--- src/rtl/snoop_cache_ctrl_mb_if.sv ---
// snoop_cache_ctrl_mb_if: ACE snoop channels (AC address, CR response, CD data)
// between the interconnect (master) and the snoop controller (slave).
interface snoop_cache_ctrl_mb_if #(
   parameter int unsigned DataWidth = 64
) ();
   logic                 ac_valid_i;
   logic                 ac_ready_o;
   logic [63:0]          ac_addr_i;
   logic [3:0]           ac_snoop_i;
   logic                 cr_valid_o;
   logic                 cr_ready_i;
   logic [4:0]           cr_resp_o;
   logic                 cd_valid_o;
   logic                 cd_ready_i;
   logic [DataWidth-1:0] cd_data_o;
   logic                 cd_last_o;

   modport master (
      output ac_valid_i, ac_addr_i, ac_snoop_i, cr_ready_i, cd_ready_i,
      input  ac_ready_o, cr_valid_o, cr_resp_o, cd_valid_o, cd_data_o, cd_last_o
   );

   modport slave (
      input  ac_valid_i, ac_addr_i, ac_snoop_i, cr_ready_i, cd_ready_i,
      output ac_ready_o, cr_valid_o, cr_resp_o, cd_valid_o, cd_data_o, cd_last_o
   );
endinterface

--- src/rtl/snoop_cache_ctrl_mb.sv ---
// snoop_cache_ctrl_mb: snoop-side D$ controller for multi-beat lines and N ways.
// Accepts one AC snoop at a time, looks up tag/flags through the shared SRAM
// port (req_o/gnt_i), updates flags and answers with CR plus a multi-beat CD.
// Optional feature macro: SNOOP_PERF_CNT_EN adds saturating hit/miss counters
// on perf_hit_o / perf_miss_o.
module snoop_cache_ctrl_mb #(
   parameter int unsigned NumWays     = 4,
   parameter int unsigned LineWidth   = 128,
   parameter int unsigned DataWidth   = 64,
   parameter int unsigned IndexWidth  = 12,
   parameter int unsigned TagWidth    = 44,
   parameter int unsigned OffsetWidth = 4
) (
   input  logic                           clk_i,
   input  logic                           rst_ni,
   input  logic                           bypass_i,
   output logic                           busy_o,
   snoop_cache_ctrl_mb_if.slave           snp,
   output logic [NumWays-1:0]             req_o,
   output logic [IndexWidth-1:0]          addr_o,
   output logic [TagWidth-1:0]            tag_o,
   input  logic                           gnt_i,
   input  logic [NumWays*LineWidth-1:0]   data_i,
   input  logic [NumWays-1:0]             hit_way_i,
   input  logic [NumWays-1:0]             dirty_way_i,
   input  logic [NumWays-1:0]             shared_way_i,
   output logic                           we_o,
   output logic [NumWays-1:0]             wway_o,
   output logic [2:0]                     wflags_o,
   output logic                           invalidate_o,
   output logic [63:0]                    invalidate_addr_o,
   input  logic                           flushing_i,
   input  logic                           updating_cache_i,
   input  logic                           amo_valid_i,
   input  logic [63:0]                    amo_addr_i,
   output logic                           rs_done_valid_o,
   output logic [63:0]                    rs_done_addr_o
`ifdef SNOOP_PERF_CNT_EN
   ,
   output logic [31:0]                    perf_hit_o,
   output logic [31:0]                    perf_miss_o
`endif
);

   localparam int unsigned Beats = LineWidth / DataWidth;
   localparam int unsigned BeatW = (Beats > 1) ? $clog2(Beats) : 1;
   localparam logic [BeatW-1:0] LAST_BEAT = BeatW'(Beats - 1);

   localparam logic [3:0] SNP_READ_ONCE     = 4'b0000;
   localparam logic [3:0] SNP_READ_SHARED   = 4'b0001;
   localparam logic [3:0] SNP_READ_CLEAN    = 4'b0010;
   localparam logic [3:0] SNP_READ_UNIQUE   = 4'b0111;
   localparam logic [3:0] SNP_CLEAN_SHARED  = 4'b1000;
   localparam logic [3:0] SNP_CLEAN_INVALID = 4'b1001;
   localparam logic [3:0] SNP_MAKE_INVALID  = 4'b1101;

   typedef enum logic [2:0] {IDLE, WAIT_GNT, EVAL, UPD, RESP} state_e;

   function automatic logic is_supported(input logic [3:0] snoop);
      case (snoop)
         SNP_READ_ONCE, SNP_READ_SHARED, SNP_READ_CLEAN, SNP_READ_UNIQUE,
         SNP_CLEAN_SHARED, SNP_CLEAN_INVALID, SNP_MAKE_INVALID: is_supported = 1'b1;
         default:                                               is_supported = 1'b0;
      endcase
   endfunction

   state_e                           state_r, state_s;
   logic [IndexWidth-1:0]            index_r;
   logic [TagWidth-1:0]              tag_r;
   logic [3:0]                       snoop_r;
   logic [NumWays-1:0]               hit_way_r;
   logic [4:0]                       resp_r;
   logic [2:0]                       wflags_r;
   logic                             inv_r;
   logic [Beats-1:0][DataWidth-1:0]  buf_r;
   logic [BeatW-1:0]                 beat_r;
   logic                             cr_done_r;
   logic                             cd_done_r;

   logic                             same_line_s;
   logic                             accept_s;
   logic                             direct_s;
   logic                             hit_s;
   logic                             dirty_s;
   logic                             shared_s;
   logic [LineWidth-1:0]             line_s;
   logic [4:0]                       eval_resp_s;
   logic                             eval_wr_s;
   logic [2:0]                       eval_flags_s;
   logic                             eval_inv_s;
   logic                             cr_fire_s;
   logic                             cd_fire_s;
   logic                             last_s;
   logic                             cr_fin_s;
   logic                             cd_fin_s;
   logic [63:0]                      line_addr_s;
   logic                             unused_s;

   // Only line-granular AMO address bits take part in the blocking compare.
   assign unused_s    = ^amo_addr_i[OffsetWidth-1:0];

   assign same_line_s = amo_valid_i &
                        (amo_addr_i[63:OffsetWidth] == snp.ac_addr_i[63:OffsetWidth]);
   assign accept_s    = (state_r == IDLE) & snp.ac_valid_i & ~flushing_i & ~same_line_s;
   assign direct_s    = bypass_i | ~is_supported(snp.ac_snoop_i);

   assign hit_s       = |hit_way_i;
   assign dirty_s     = |(hit_way_i & dirty_way_i);
   assign shared_s    = |(hit_way_i & shared_way_i);
   assign line_addr_s = 64'({tag_r, index_r});

   assign cr_fire_s   = snp.cr_valid_o & snp.cr_ready_i;
   assign cd_fire_s   = snp.cd_valid_o & snp.cd_ready_i;
   assign last_s      = (beat_r == LAST_BEAT);
   assign cr_fin_s    = cr_done_r | cr_fire_s;
   assign cd_fin_s    = cd_done_r | ~resp_r[0] | (cd_fire_s & last_s);

   // Select the line of the (one-hot) hit way for the data buffer.
   always_comb begin
      line_s = '0;
      for (int w = 0; w < NumWays; w++) begin
         if (hit_way_i[w]) begin
            line_s = line_s | data_i[w*LineWidth +: LineWidth];
         end else begin
            line_s = line_s;
         end
      end
   end

   // Decode the response and flag update for the looked-up line.
   always_comb begin
      eval_resp_s  = 5'b00000;
      eval_wr_s    = 1'b0;
      eval_flags_s = 3'b000;
      eval_inv_s   = 1'b0;
      if (hit_s) begin
         case (snoop_r)
            SNP_READ_ONCE, SNP_READ_CLEAN: begin
               eval_resp_s = {1'b0, shared_s, 1'b0, 1'b0, 1'b1};
            end
            SNP_READ_SHARED: begin
               eval_resp_s  = {1'b0, 1'b1, dirty_s, 1'b0, 1'b1};
               eval_wr_s    = 1'b1;
               eval_flags_s = 3'b101;
            end
            SNP_READ_UNIQUE: begin
               eval_resp_s = {~shared_s, 1'b0, dirty_s, 1'b0, 1'b1};
               eval_wr_s   = 1'b1;
               eval_inv_s  = 1'b1;
            end
            SNP_CLEAN_SHARED: begin
               eval_resp_s  = {1'b0, 1'b1, dirty_s, 1'b0, dirty_s};
               eval_wr_s    = 1'b1;
               eval_flags_s = {1'b1, 1'b0, shared_s};
            end
            SNP_CLEAN_INVALID: begin
               eval_resp_s = {1'b0, 1'b0, dirty_s, 1'b0, dirty_s};
               eval_wr_s   = 1'b1;
               eval_inv_s  = 1'b1;
            end
            SNP_MAKE_INVALID: begin
               eval_wr_s  = 1'b1;
               eval_inv_s = 1'b1;
            end
            default: begin
               eval_resp_s = 5'b00000;
            end
         endcase
      end else begin
         eval_resp_s = 5'b00000;
      end
   end

   // Next state and SRAM request / flag write strobes.
   always_comb begin
      state_s      = state_r;
      req_o        = '0;
      we_o         = 1'b0;
      wway_o       = '0;
      wflags_o     = 3'b000;
      invalidate_o = 1'b0;
      case (state_r)
         IDLE: begin
            if (accept_s) begin
               if (direct_s) begin
                  state_s = RESP;
               end else begin
                  state_s = WAIT_GNT;
                  req_o   = updating_cache_i ? '0 : '1;
               end
            end else begin
               state_s = IDLE;
            end
         end
         WAIT_GNT: begin
            req_o = updating_cache_i ? '0 : '1;
            if (gnt_i) begin
               state_s = EVAL;
            end else begin
               state_s = WAIT_GNT;
            end
         end
         EVAL: begin
            req_o = hit_way_i;
            if (eval_wr_s) begin
               we_o         = 1'b1;
               wway_o       = hit_way_i;
               wflags_o     = eval_flags_s;
               invalidate_o = eval_inv_s;
               state_s      = gnt_i ? RESP : UPD;
            end else begin
               state_s = RESP;
            end
         end
         UPD: begin
            req_o        = hit_way_r;
            we_o         = 1'b1;
            wway_o       = hit_way_r;
            wflags_o     = wflags_r;
            invalidate_o = inv_r;
            if (gnt_i) begin
               state_s = RESP;
            end else begin
               state_s = UPD;
            end
         end
         RESP: begin
            if (cr_fin_s && cd_fin_s) begin
               state_s = IDLE;
            end else begin
               state_s = RESP;
            end
         end
         default: begin
            state_s = IDLE;
         end
      endcase
   end

   // FSM state register.
   always_ff @(posedge clk_i or negedge rst_ni) begin
      if (!rst_ni) begin
         state_r <= IDLE;
      end else begin
         state_r <= state_s;
      end
   end

   // Snoop capture, lookup result latching and CR/CD progress tracking.
   always_ff @(posedge clk_i or negedge rst_ni) begin
      if (!rst_ni) begin
         index_r   <= '0;
         tag_r     <= '0;
         snoop_r   <= 4'b0000;
         hit_way_r <= '0;
         resp_r    <= 5'b00000;
         wflags_r  <= 3'b000;
         inv_r     <= 1'b0;
         buf_r     <= '0;
         beat_r    <= '0;
         cr_done_r <= 1'b0;
         cd_done_r <= 1'b0;
      end else begin
         case (state_r)
            IDLE: begin
               if (accept_s) begin
                  index_r   <= snp.ac_addr_i[IndexWidth-1:0];
                  tag_r     <= snp.ac_addr_i[IndexWidth +: TagWidth];
                  snoop_r   <= snp.ac_snoop_i;
                  resp_r    <= {3'b000, ~is_supported(snp.ac_snoop_i), 1'b0};
                  beat_r    <= '0;
                  cr_done_r <= 1'b0;
                  cd_done_r <= 1'b0;
               end
            end
            EVAL: begin
               // dirty/shared survive only through the derived response bits
               hit_way_r <= hit_way_i;
               resp_r    <= eval_resp_s;
               wflags_r  <= eval_flags_s;
               inv_r     <= eval_inv_s;
               buf_r     <= line_s;
            end
            RESP: begin
               if (cr_fire_s) begin
                  cr_done_r <= 1'b1;
               end
               if (cd_fire_s) begin
                  beat_r <= last_s ? '0 : beat_r + BeatW'(1);
                  if (last_s) begin
                     cd_done_r <= 1'b1;
                  end
               end
            end
            default: begin
               beat_r <= beat_r;
            end
         endcase
      end
   end

`ifdef SNOOP_PERF_CNT_EN
   logic [31:0] perf_hit_r;
   logic [31:0] perf_miss_r;

   // Saturating hit/miss counters for snoops that reach the lookup result.
   always_ff @(posedge clk_i or negedge rst_ni) begin
      if (!rst_ni) begin
         perf_hit_r  <= 32'd0;
         perf_miss_r <= 32'd0;
      end else if (state_r == EVAL) begin
         if (hit_s) begin
            if (perf_hit_r != 32'hFFFF_FFFF) begin
               perf_hit_r <= perf_hit_r + 32'd1;
            end
         end else if (perf_miss_r != 32'hFFFF_FFFF) begin
            perf_miss_r <= perf_miss_r + 32'd1;
         end
      end
   end

   assign perf_hit_o  = perf_hit_r;
   assign perf_miss_o = perf_miss_r;
`endif

   assign busy_o            = (state_r != IDLE);
   assign snp.ac_ready_o    = accept_s;
   assign snp.cr_valid_o    = (state_r == RESP) & ~cr_done_r;
   assign snp.cr_resp_o     = resp_r;
   assign snp.cd_valid_o    = (state_r == RESP) & resp_r[0] & ~cd_done_r;
   assign snp.cd_data_o     = snp.cd_valid_o ? buf_r[beat_r] : '0;
   assign snp.cd_last_o     = snp.cd_valid_o & last_s;
   assign addr_o            = accept_s ? snp.ac_addr_i[IndexWidth-1:0] : index_r;
   assign tag_o             = tag_r;
   assign invalidate_addr_o = invalidate_o ? line_addr_s : 64'd0;
   assign rs_done_valid_o   = we_o & gnt_i & (snoop_r == SNP_READ_SHARED);
   assign rs_done_addr_o    = rs_done_valid_o ? line_addr_s : 64'd0;

endmodule
--- src/flat_wrapper.sv ---
// flat-port wrapper written by rule: the top's interface ports become plain ports
module snoop_cache_ctrl_mb_flat 
#(
   parameter int unsigned NumWays     = 4,
   parameter int unsigned LineWidth   = 128,
   parameter int unsigned DataWidth   = 64,
   parameter int unsigned IndexWidth  = 12,
   parameter int unsigned TagWidth    = 44,
   parameter int unsigned OffsetWidth = 4
)
  (clk_i, rst_ni, bypass_i, busy_o, req_o, addr_o, tag_o, gnt_i, data_i, hit_way_i, dirty_way_i, shared_way_i, we_o, wway_o, wflags_o, invalidate_o, invalidate_addr_o, flushing_i, updating_cache_i, amo_valid_i, amo_addr_i, rs_done_valid_o, rs_done_addr_o, snp_ac_valid_i, snp_ac_addr_i, snp_ac_snoop_i, snp_cr_ready_i, snp_cd_ready_i, snp_ac_ready_o, snp_cr_valid_o, snp_cr_resp_o, snp_cd_valid_o, snp_cd_data_o, snp_cd_last_o);
  snoop_cache_ctrl_mb_if #(.DataWidth(DataWidth)) snp_i ();
  input  logic clk_i;
  input  logic rst_ni;
  input  logic bypass_i;
  output logic busy_o;
  output logic [NumWays-1:0] req_o;
  output logic [IndexWidth-1:0] addr_o;
  output logic [TagWidth-1:0] tag_o;
  input  logic gnt_i;
  input  logic [NumWays*LineWidth-1:0] data_i;
  input  logic [NumWays-1:0] hit_way_i;
  input  logic [NumWays-1:0] dirty_way_i;
  input  logic [NumWays-1:0] shared_way_i;
  output logic we_o;
  output logic [NumWays-1:0] wway_o;
  output logic [2:0] wflags_o;
  output logic invalidate_o;
  output logic [63:0] invalidate_addr_o;
  input  logic flushing_i;
  input  logic updating_cache_i;
  input  logic amo_valid_i;
  input  logic [63:0] amo_addr_i;
  output logic rs_done_valid_o;
  output logic [63:0] rs_done_addr_o;
  input wire logic [$bits(snp_i.ac_valid_i)-1:0] snp_ac_valid_i;
  input wire logic [$bits(snp_i.ac_addr_i)-1:0] snp_ac_addr_i;
  input wire logic [$bits(snp_i.ac_snoop_i)-1:0] snp_ac_snoop_i;
  input wire logic [$bits(snp_i.cr_ready_i)-1:0] snp_cr_ready_i;
  input wire logic [$bits(snp_i.cd_ready_i)-1:0] snp_cd_ready_i;
  output wire logic [$bits(snp_i.ac_ready_o)-1:0] snp_ac_ready_o;
  output wire logic [$bits(snp_i.cr_valid_o)-1:0] snp_cr_valid_o;
  output wire logic [$bits(snp_i.cr_resp_o)-1:0] snp_cr_resp_o;
  output wire logic [$bits(snp_i.cd_valid_o)-1:0] snp_cd_valid_o;
  output wire logic [$bits(snp_i.cd_data_o)-1:0] snp_cd_data_o;
  output wire logic [$bits(snp_i.cd_last_o)-1:0] snp_cd_last_o;
  assign snp_i.ac_valid_i = snp_ac_valid_i;
  assign snp_i.ac_addr_i = snp_ac_addr_i;
  assign snp_i.ac_snoop_i = snp_ac_snoop_i;
  assign snp_i.cr_ready_i = snp_cr_ready_i;
  assign snp_i.cd_ready_i = snp_cd_ready_i;
  assign snp_ac_ready_o = snp_i.ac_ready_o;
  assign snp_cr_valid_o = snp_i.cr_valid_o;
  assign snp_cr_resp_o = snp_i.cr_resp_o;
  assign snp_cd_valid_o = snp_i.cd_valid_o;
  assign snp_cd_data_o = snp_i.cd_data_o;
  assign snp_cd_last_o = snp_i.cd_last_o;
  snoop_cache_ctrl_mb #(.NumWays(NumWays), .LineWidth(LineWidth), .DataWidth(DataWidth), .IndexWidth(IndexWidth), .TagWidth(TagWidth), .OffsetWidth(OffsetWidth)) u_core (.clk_i(clk_i), .rst_ni(rst_ni), .bypass_i(bypass_i), .busy_o(busy_o), .snp(snp_i), .req_o(req_o), .addr_o(addr_o), .tag_o(tag_o), .gnt_i(gnt_i), .data_i(data_i), .hit_way_i(hit_way_i), .dirty_way_i(dirty_way_i), .shared_way_i(shared_way_i), .we_o(we_o), .wway_o(wway_o), .wflags_o(wflags_o), .invalidate_o(invalidate_o), .invalidate_addr_o(invalidate_addr_o), .flushing_i(flushing_i), .updating_cache_i(updating_cache_i), .amo_valid_i(amo_valid_i), .amo_addr_i(amo_addr_i), .rs_done_valid_o(rs_done_valid_o), .rs_done_addr_o(rs_done_addr_o));
endmodule
--- config.mk ---
export PLATFORM = sky130hd
export DESIGN_NAME = snoop_cache_ctrl_mb_flat
export DESIGN_NICKNAME = d
export VERILOG_FILES = /design/src/rtl/snoop_cache_ctrl_mb_if.sv /design/src/rtl/snoop_cache_ctrl_mb.sv /design/src/flat_wrapper.sv
export SDC_FILE = /design/constraint.sdc
export NUM_CORES = 1
export LEC_CHECK = 0
export BUFFER_PORTS_ARGS = -buffer_cell sky130_fd_sc_hd__buf_2
export CAP_MARGIN = 30
export CORE_AREA = 10 10 356 358
export DETAILED_ROUTE_END_ITERATION = 16
export DIE_AREA = 0 0 366 368
export PLACE_DENSITY_LB_ADDON = 0.15
export SETUP_SLACK_MARGIN = 0.5
export SYNTH_ARGS = -nofsm -noshare
export SYNTH_HDL_FRONTEND = slang
export SYNTH_SLANG_ARGS = --single-unit
--- constraint.sdc ---
create_clock -name clk_i -period 2.9 [get_ports clk_i]
set_input_delay 0.58 -clock clk_i [delete_from_list [all_inputs] [get_ports clk_i]]
set_output_delay 0.58 -clock clk_i [all_outputs]
set_load 0.01 [all_outputs]
# After elaboration in Yosys (flattened, before gate mapping)
# Cells that the tools add are included.
[totals]
register_bits = 207
in_bits = 666
output_inout_bits = 272
[classes]
addsub = 1
n_lt_le_gt_ge = 1
n_eq_ne = 21
n_mux = 51
bitwise = 30
reduce_logical = 19
[op_table]
columns = ["cell", "count"]
rows = [
  ["2-to-1 mux 128 bit", 4],
  ["OR 128 bit", 3],
  ["2-to-1 mux 64 bit", 3],
  ["2-to-1 mux 56 bit", 2],
  ["== test 60 bit", 1],
  ["case mux 5 bit (5 select lines)", 1],
  ["== test 4 bit, second input constant", 6],
  ["2-to-1 mux 3 bit", 7],
  ["2-to-1 mux 4 bit", 4],
  ["case mux 4 bit (4 select lines)", 1],
  ["2-to-1 mux 1 bit", 15],
  ["case mux 3 bit (5 select lines)", 1],
  ["bitwise AND 1 bit", 13],
  ["2-to-1 mux 12 bit", 1],
  ["case mux 3 bit (2 select lines)", 2],
  ["OR reduction 4 bit", 3],
  ["2-to-1 mux 5 bit", 2],
  ["case mux 1 bit (2 select lines)", 5],
  ["case mux 5 bit (2 select lines)", 1],
  ["bitwise AND 4 bit", 2],
  ["== test 4 x 1 -> 1 bit, second input constant", 2],
  ["== test 4 x 2 -> 1 bit, second input constant", 2],
  ["== test 4 x 3 -> 1 bit, second input constant", 2],
  ["logical NOT 4 bit", 2],
  ["22 further kinds", 38],
]

# Logic depth before layout (Yosys ltp)
# Gate-level depths: netlist of the first run.
[logic_depth]
depth_word = 9
ltp_mapped = 9
ltp_nobuf = 7

# Worst setup path after synthesis of the first run
# OpenSTA, ideal clock, no wires.
[synth_timing]
kind = "input port to output port"
start = "input hit_way_i[1]"
end = "output rs_done_addr_o[16]"
arrival_time_ps = 2150
required_ps = 2320
slack_ps = 170
cell_stages = 8
path_cell_list = "clkbuf_1 > nor4_1 > nor2_1 > a21o_1 > and3_1 > buf_4 > clkbuf_2 > and2_1"
[synth_via]
elab_chain_len = 7
[synth_rtl]
columns = ["item", "line_no", "source"]
rows = [
  ["start, declared", "flat_wrapper.sv:22", "input logic [NumWays-1:0] hit_way_i;"],
  ["OR reduction 4 bit", "snoop_cache_ctrl_mb.sv:107", "assign hit_s = |hit_way_i;"],
  ["2-to-1 mux 1 bit", "snoop_cache_ctrl_mb.sv:136", "if (hit_s) begin"],
  ["2-to-1 mux 1 bit", "snoop_cache_ctrl_mb.sv:205", "if (eval_wr_s) begin"],
  ["case mux 1 bit (2 select lines)", "snoop_cache_ctrl_mb.sv:182", "case (state_r)"],
  ["named net we_o", "flat_wrapper.sv:25", "output logic we_o;"],
  ["bitwise AND 1 bit (2 in series)", "snoop_cache_ctrl_mb.sv:336", "assign rs_done_valid_o = we_o & gnt_i & (snoop_r == SNP_READ_SHARED);"],
  ["2-to-1 mux 56 bit", "snoop_cache_ctrl_mb.sv:337", "assign rs_done_addr_o = rs_done_valid_o ? line_addr_s : 64'd0;"],
  ["end, declared", "flat_wrapper.sv:35", "output logic [63:0] rs_done_addr_o;"],
]
# The timed path passes the listed nets, and every way through them passes these cells.

# Worst setup path after layout of the first run
[layout_timing]
start = "input snp_ac_addr_i[47]"
end = "output addr_o[7]"
[layout_via]
elab_chain_len = 5
[layout_rtl]
columns = ["item", "line_no", "source"]
rows = [
  ["start, declared", "flat_wrapper.sv:37", "input wire logic [$bits(snp_i.ac_addr_i)-1:0] snp_ac_addr_i;"],
  ["== test 60 bit", "snoop_cache_ctrl_mb.sv:103", "(amo_addr_i[63:OffsetWidth] == snp.ac_addr_i[63:OffsetWidth]);"],
  ["bitwise AND 1 bit", "snoop_cache_ctrl_mb.sv:102", "assign same_line_s = amo_valid_i &"],
  ["NOT 1 bit", "snoop_cache_ctrl_mb.sv:104", "assign accept_s = (state_r == IDLE) & snp.ac_valid_i & ~flushing_i & ~same_line_s;"],
  ["bitwise AND 1 bit", "snoop_cache_ctrl_mb.sv:104", ""],
  ["2-to-1 mux 12 bit", "n/a", ""],
  ["end, declared", "flat_wrapper.sv:18", "output logic [IndexWidth-1:0] addr_o;"],
]
# No other way between the ends.

==> qor.csv, run 1 <==
stage,metric,value,unit
pwr,p_per_area,706,nW/um^2
run_status,status,"complete, but fails checks",
critical_path,critical_path_class,in2out,
layout,fill_cells,13400,
critical_path,startpoint_type,primary input,
timing,finalCritPeriodShare,110,%
floorplanning,start_util,10.7,%
timing,slew_viol_final,0,
clock_network,clock_insertion_delay_worst_skew,0.61,ns
drt,routed_wl,107,mm
grt,antenna_found_initial,56,
critical_path,worst_path_dominant_cell_family,buffers and inverters,
drt,remaining_drc_errors,0,
timing,tightest_slew,0.801,ns
yosys,postSynthAreaPerCell,9.23,um^2
grt,overflow,0,
yosys,synth.cell_area,12800,um^2
drt,drt-wirelength-per-cell,26.5,um
floorplanning,die-height,368,um
drt,drtIter0Drc,676,
layout,final-instance-count-excl-fill,4048,
critical_path,critPathArrivalTime,2.61,ns
timing,max_clock_freq,314,MHz
critical_path,path_max_fanout,8,
place,placed_area,20000,um^2
clock_network,cts_tree,built,
layout,syn2layout_area_growth,93.4,%
timing,setup_slack,-0.285,ns
grt,grt_start_max_net_pins,120,
place,portBuffers,916,
clock_network,clock-sinks,206,
yosys,synth.distinct_cells,52,
clock_network,clk_pin_slew_worst_paths,0.06,ns
place,dp_cells,3891,
layout,layout.nets,3075,
critical_path,worst_path_largest_cell_delay,0.39,ns
critical_path,crit_buf_inv,5,
yosys,postSynthCellCount,1389,
timing,rsz0062_at_grt,yes,
floorplanning,coreArea,119000,um^2
place,post-place-ws,-0.638,ns
clock_network,cts_buffer_depth,3,
drt,ant_nets,0,
place,hpwl,83.9,mm
floorplanning,dieWidth,366,um
drt,drtPass1Iterations,5,
place,gp_congestion,0.819,
timing,fin_worst_hold_slack,0.217,ns
floorplanning,die_area,135000,um^2
critical_path,crit_required,2.32,ns
timing,fin_setup_tns,-16.42,ns
timing,hold_viol_final,0,
timing,setup_violations,155,
pwr,finalPower,17.5,mW
drt,vias,15800,
layout,final_area,24800,um^2
timing,fin_crit,3.19,ns
clock_network,cts-htree-levels,1,
yosys,yosysSeqAreaShare,40.2,%
layout,multi_input_area,8110,um^2
run_status,violations,setup timing,
yosys,synth-seq-cells,206,
grt,grtUsageTotal,15.0,%
layout,utilization,20.8,%
floorplanning,placementRows,127,
yosys,synth_flop_cell,dfrtp_1,
clock_network,root_buffer,clkbuf_16,
grt,grt_pass1_vias,17200,
yosys,synth_warnings,0,
min_path,hp-class,in2reg,
layout,final-seq-area,5160,um^2
clock_network,cts_inserted_buffers,31,
timing,relSlewSlack,46.6,%
run,cap_violations,0,
yosys,ys_async_sr_fraction,100,%
floorplanning,ioPinCount,938,
timing,finClkSkew,0.0121,ns
yosys,synth_edf_count,0,
drt,via_per_inst,3.90,
layout,layout-drive-gt1-share,59.7,%
critical_path,critPathSlowestCell,a2111oi_1,
pwr,leakagePower,11.1,nW
pwr,ir_worst_vdd,344,uV
critical_path,endpoint_kind,output port,
critical_path,path_cells,buf_2 -> xnor2_1 -> nand4_1 -> a2111oi_1 -> buf_4 -> nand4b_1 -> o21ai_2 -> inv_4 -> buf_12 -> mux2_4 -> buf_6,
grt,grt_pass1_wl,145,mm
==> Yosys cell counts, types with 2 or more instances <==
cell / instances / area (um^2)
clkbuf_1: 108 / 405
a31o_2: 2 / 17.5
a32o_1: 5 / 50.1
nor2_1: 204 / 766
nand3_1: 3 / 15.0
nand2_1: 36 / 135
a21o_1: 3 / 22.5
nand4b_1: 2 / 17.5
xnor2_1: 31 / 272
o31ai_1: 5 / 37.5
nor3_1: 2 / 10.0
o2111a_1: 2 / 22.5
nand4_1: 11 / 68.8
inv_1: 11 / 41.3
mux2_1: 35 / 394
a221oi_1: 7 / 61.3
mux2i_1: 66 / 661
buf_6: 5 / 56.3
a22oi_1: 258 / 1940
nor4_1: 7 / 43.8
a31oi_1: 131 / 820
clkbuf_2: 4 / 20.0
dfrtp_1: 206 / 5150
mux2_2: 37 / 417
and2_1: 113 / 707
buf_4: 18 / 135
o22ai_1: 2 / 12.5
a21oi_1: 7 / 35.0
nand2b_1: 8 / 50.1
buf_1: 7 / 26.3
nor3b_1: 2 / 15.0
buf_2: 5 / 25.0
o21ai_0: 7 / 35.0
nor2b_1: 2 / 12.5
xor2_1: 20 / 175
==> cells by family (layout without fill, tap and decap cells) <==
family / after synthesis / after routing / synth area share (%)
other: 1 / 23 / 0.0293
adder cells (fa/ha/maj): 1 / 1 / 0.0879
multiplexers: 138 / 138 / 11.5
buffers and inverters: 159 / 1183 / 5.57
AO/OA/AOI/OAI: 438 / 438 / 24.5
AND/OR/NAND/NOR: 395 / 396 / 14.7
XOR/XNOR: 51 / 51 / 3.49
flip-flops: 206 / 206 / 40.2
==> where the power goes <==
group          switching, mW  total (mW)  internal, mW
sequential              1.31        5.57          4.26
clock                   1.57        3.82          2.25
combinational           4.25        8.10          3.85
==> layout make-up <==
class                   instances  area share (%)
diodes                          6          0.0606
clock buffers                  46            3.72
clock inverters                 8           0.278
inverters                      12           0.202
multi-input cells            1041            32.7
flip-flops and latches        206            20.8
well taps                    1612            8.14
repair buffers               1117            34.0
==> final timing paths <==
path	startpoint	endpoint	slack, ns	cells past startpoint
worst max-delay path	snp_ac_addr_i[47]	addr_o[7]	-0.29	11
worst min-delay path	snp_ac_addr_i[36]	u_core.tag_o[24]	0.22	2
worst max register to register	u_core.state_r[2]	u_core.tag_o[14]	0.53	11
worst min register to register	u_core.wflags_r[0]	u_core.wflags_r[0]	0.48	2
max in group asynchronous	rst_ni	u_core.buf_r[87]	1.56	3
min in group asynchronous	rst_ni	u_core.index_r[5]	0.52	2
==> layout by cell type (no fill, tap or decap), types with 7 or more instances in the layout <==
master	n
nand2b_1	8
clkbuf_16	32
dfrtp_1	201
buf_2	699
xnor2_1	21
mux2_2	47
mux2i_1	63
o21ai_0	7
buf_16	17
nor2_4	67
a31oi_1	131
nand4_1	11
inv_1	7
nand2_1	29
clkbuf_8	9
xor2_1	20
mux2_1	23
a22oi_1	258
buf_12	30
buf_4	109
buf_6	247
and2_4	111
nor2_1	136
buf_8	11
xnor2_2	9
conb_1	17
==> per-layer routing <==
layer	wire length (um)	global-route usage, %	part of all wire (%)
met1	41500	16.7	39
met2	56200	28.3	52
met5	238	0	0.22
met3	7530	4.67	7.0
met4	1990	2.09	1.8
==> timing repair <==
action	4_1_cts	5_1_grt
endpoints found under the hold margin	42	0
resized for setup	525	154
endpoints found under the setup margin	246	242
buffers inserted	61	14
cloned	20	1
hold buffers	1	0
pin swaps	94	39
==> sequential cells by signal, summed over array words and instances (netlist names) <==
register / flops
u_core.buf_r: 128
u_core.tag_o: 44
u_core.index_r: 12
u_core.snp.cr_resp_o: 5
u_core.hit_way_r: 4
u_core.snoop_r: 4
u_core.state_r: 3
u_core.wflags_r: 2
u_core.beat_r: 1
u_core.cd_done_r: 1
u_core.cr_done_r: 1
u_core.inv_r: 1
Power figures use the tool's default switching activity.
==> run 2: changes to the inputs <==
--- a/config.mk
+++ b/config.mk
@@ -5,6 +5,7 @@
 export SDC_FILE = /design/constraint.sdc
 export NUM_CORES = 1
 export LEC_CHECK = 0
+export ABC_CLOCK_PERIOD_IN_PS = 2900
 export BUFFER_PORTS_ARGS = -buffer_cell sky130_fd_sc_hd__buf_2
 export CAP_MARGIN = 30
 export CORE_AREA = 10 10 356 358
==> constraint.sdc (replaced) <==
create_clock -name clk_i -period 2.9 [get_ports clk_i]
set_input_delay 0.145 -clock clk_i [delete_from_list [all_inputs] [get_ports clk_i]]
set_output_delay 0.145 -clock clk_i [all_outputs]
set_load 0.01 [all_outputs]
==> run 2 against run 1 <==
Net effect: the flow now finishes without violations; first-iteration DRC count increased by 9.6%; worst hold slack worse by 0.17 ns; sequential share of layout area fell by 2.3 points; clock power down 2%; via count grew 9.0%; maximum frequency increased by 19%; core utilization increased by 2.6 points; critical path type is now reg2out.
==> qor.csv, run 2 (synthesis gave the netlist of run 1 again) <==
stage,metric,value,unit,change
pwr,p_comb_share,46.0,%,-0.3 points
pwr,leakagePower,12.4,nW,+12%
place,portBuffers,916,,unchanged
layout,largest_reg_flops,128,,unchanged
timing,fin_crit,2.67,ns,-0.516 ns
critical_path,crit_required,2.76,ns,+0.44 ns
pwr,seq_power_share,32.4,%,+0.6 points
timing,finalCritPeriodShare,92.1,%,-18 points
layout,top_register,u_core.buf_r,,
timing,tightest_slew,0.715,ns,-0.0862 ns
drt,routed_wl,101,mm,-5.5%
clock_network,clock_insertion_delay_worst_skew,0.59,ns,-0.02 ns
drt,remaining_drc_errors,0,,unchanged
run_status,status,"complete, no violations",,
layout,final_cell_mix,"795 x buf_2, 522 x dlygate4sd3_1, 258 x a22oi_1",,
grt,met2_usage,24.1,%,-4.2 points
timing,max_clock_freq,375,MHz,+19%
place,gp_congestion,0.792,,-3.3%
drt,ant_nets,0,,unchanged
timing,rsz0062_at_grt,yes,,
clock_network,clock-sinks,206,,unchanged
critical_path,path_max_fanout,7,,-1
run,cap_violations,0,,unchanged
timing,fin_setup_tns,0,ns,+16.42 ns
grt,use_met3,4.74,%,+0.076 points
clock_network,cts_tree,built,,
place,hpwl,76.6,mm,-8.6%
floorplanning,coreArea,119000,um^2,unchanged
pwr,internal-power,10.7,mW,+2.8%
layout,layout-drive-gt1-share,44.6,%,-15 points
layout,final_common_cell,buf_2,,
clock_network,cts-htree-levels,1,,unchanged
floorplanning,ioPinCount,938,,unchanged
timing,finClkSkew,0.0137,ns,+0.00162 ns
drt,via_per_inst,3.82,,-2.0%
floorplanning,placementRows,127,,unchanged
clock_network,root_buffer,clkbuf_16,,
min_path,hp-class,in2async,,
critical_path,critPathArrivalTime,2.52,ns,-0.09 ns
critical_path,startpoint_type,flop,,
timing,relSlewSlack,52.3,%,+5.7 points
floorplanning,start_util,10.7,%,unchanged
pwr,pwr-share-clk,21.5,%,-0.4 points
floorplanning,die-height,368,um,unchanged
floorplanning,dieWidth,366,um,unchanged
pwr,swShare,38.6,%,-2.2 points
critical_path,critical_path_class,reg2out,,
layout,layout.nets,3522,,+15%
grt,overflow,0,,unchanged
drt,vias,17200,,+9.0%
grt,top_usage_layer,met2,,
grt,grt_pass1_wl,138,mm,-5.0%
clock_network,clk_pin_slew_worst_paths,0.06,ns,about the same
timing,slew_viol_final,0,,unchanged
pwr,p_per_area,622,nW/um^2,-12%
pwr,ir_worst_vdd,427,uV,+24%
drt,drtPass1Iterations,5,,unchanged
timing,setup_violations,0,,-100%
drt,drtIter0Drc,741,,+9.6%
grt,use_met1,16.2,%,-0.43 points
drt,drt-wirelength-per-cell,22.5,um,-15%
timing,fin_worst_hold_slack,0.0430,ns,-0.174 ns
timing,hold_viol_final,0,,unchanged
pwr,p_switching,6.70,mW,-6.0%
grt,grtUsageTotal,13.9,%,-1.1 points
clock_network,cts_buffer_depth,3,,unchanged
floorplanning,die_area,135000,um^2,unchanged
grt,grt_pass1_vias,19100,,+11%
grt,grt_start_max_net_pins,116,,-3.3%
layout,syn2layout_area_growth,118,%,
grt,antenna_found_initial,23,,-59%
clock_network,cts_inserted_buffers,29,,-6.5%
critical_path,endpoint_kind,output port,,
## run 2: power groups by stage
stage          Clock, mW  Sequential (mW)  Combinational, mW
2_1_floorplan          0             5.12               3.18
3_3_place_gp           0             5.78               5.87
3_5_place_dp           0             5.78               5.85
4_1_cts             3.94             5.66               7.83
5_1_grt             4.03             5.84               8.78
6_report            3.74             5.63               8.00
## run 2: through the flow
| step | util (%) | setup slack, ns | instances | area, um^2 | power [mW] |
|---|---|---|---|---|---|
| 6_report | 23.4 | 0.230 | 4501 | 27900 | 17.4 |
| 5_1_grt | 23.4 | 0.125 | 4499 | 27900 | 18.7 |
| 4_1_cts | 22.8 | 0.137 | 4480 | 27200 | 17.4 |
| 3_5_place_dp | 16.3 | 0.271 | 3849 | 19500 | 11.6 |
| 3_3_place_gp | 16.3 | 0.230 | 3849 | 19500 | 11.6 |
| 2_1_floorplan | - | 0.881 | 1405 | 12900 | 8.30 |
## run 2: cell type report
class	instances	area (um^2)
Clock inverter	13	149
Timing Repair Buffer	1567	12200
Multi-Input combinational cell	1040	7490
Fill cell	13300	91400
Inverter	12	52.6
Antenna cell	11	27.5
Tap cell	1612	2020
Sequential cell	206	5160
Clock buffer	40	817
## run 2: final timing paths
| path | from | end | slack [ns] | cells after the start |
|---|---|---|---|---|
| max reg2reg | u_core.state_r[1] | u_core.tag_o[2] | 0.63 | 11 |
| min in group clk_i | data_i[459] | u_core.buf_r[75] | 0.06 | 3 |
| max | u_core.snoop_r[0] | rs_done_addr_o[38] | 0.23 | 10 |
| min | rst_ni | u_core.index_r[10] | 0.04 | 2 |
| min reg2reg | u_core.wflags_r[0] | u_core.wflags_r[0] | 0.47 | 2 |
| max in group asynchronous | rst_ni | u_core.buf_r[10] | 1.86 | 3 |
## run 2: critical path, cell delays in order (launching register included)
cell     delay (ns)
dfrtp_2        0.39
inv_4          0.04
maj3_2         0.32
o21ai_4        0.14
a21o_1         0.15
and3_4         0.21
buf_12         0.13
buf_12         0.15
buf_16         0.15
and2_4         0.15
buf_6          0.10
## run 2: timing repair
| item | in CTS | in global routing |
|---|---|---|
| gates resized for setup | 203 | 137 |
| buffers inserted | 42 | 7 |
| pin swaps | 14 | 15 |
| cloned | 14 | 3 |
| setup endpoints to repair | 189 | 201 |
| endpoints found under the hold margin | 327 | 0 |
| hold buffers | 522 | 0 |
## run 2: metal layers
layer	up-vias	wire length [um]
met4	8	2290
met3	92	7160
met2	532	50200
met1	8456	41700
met5	-	57
li1	8102	-
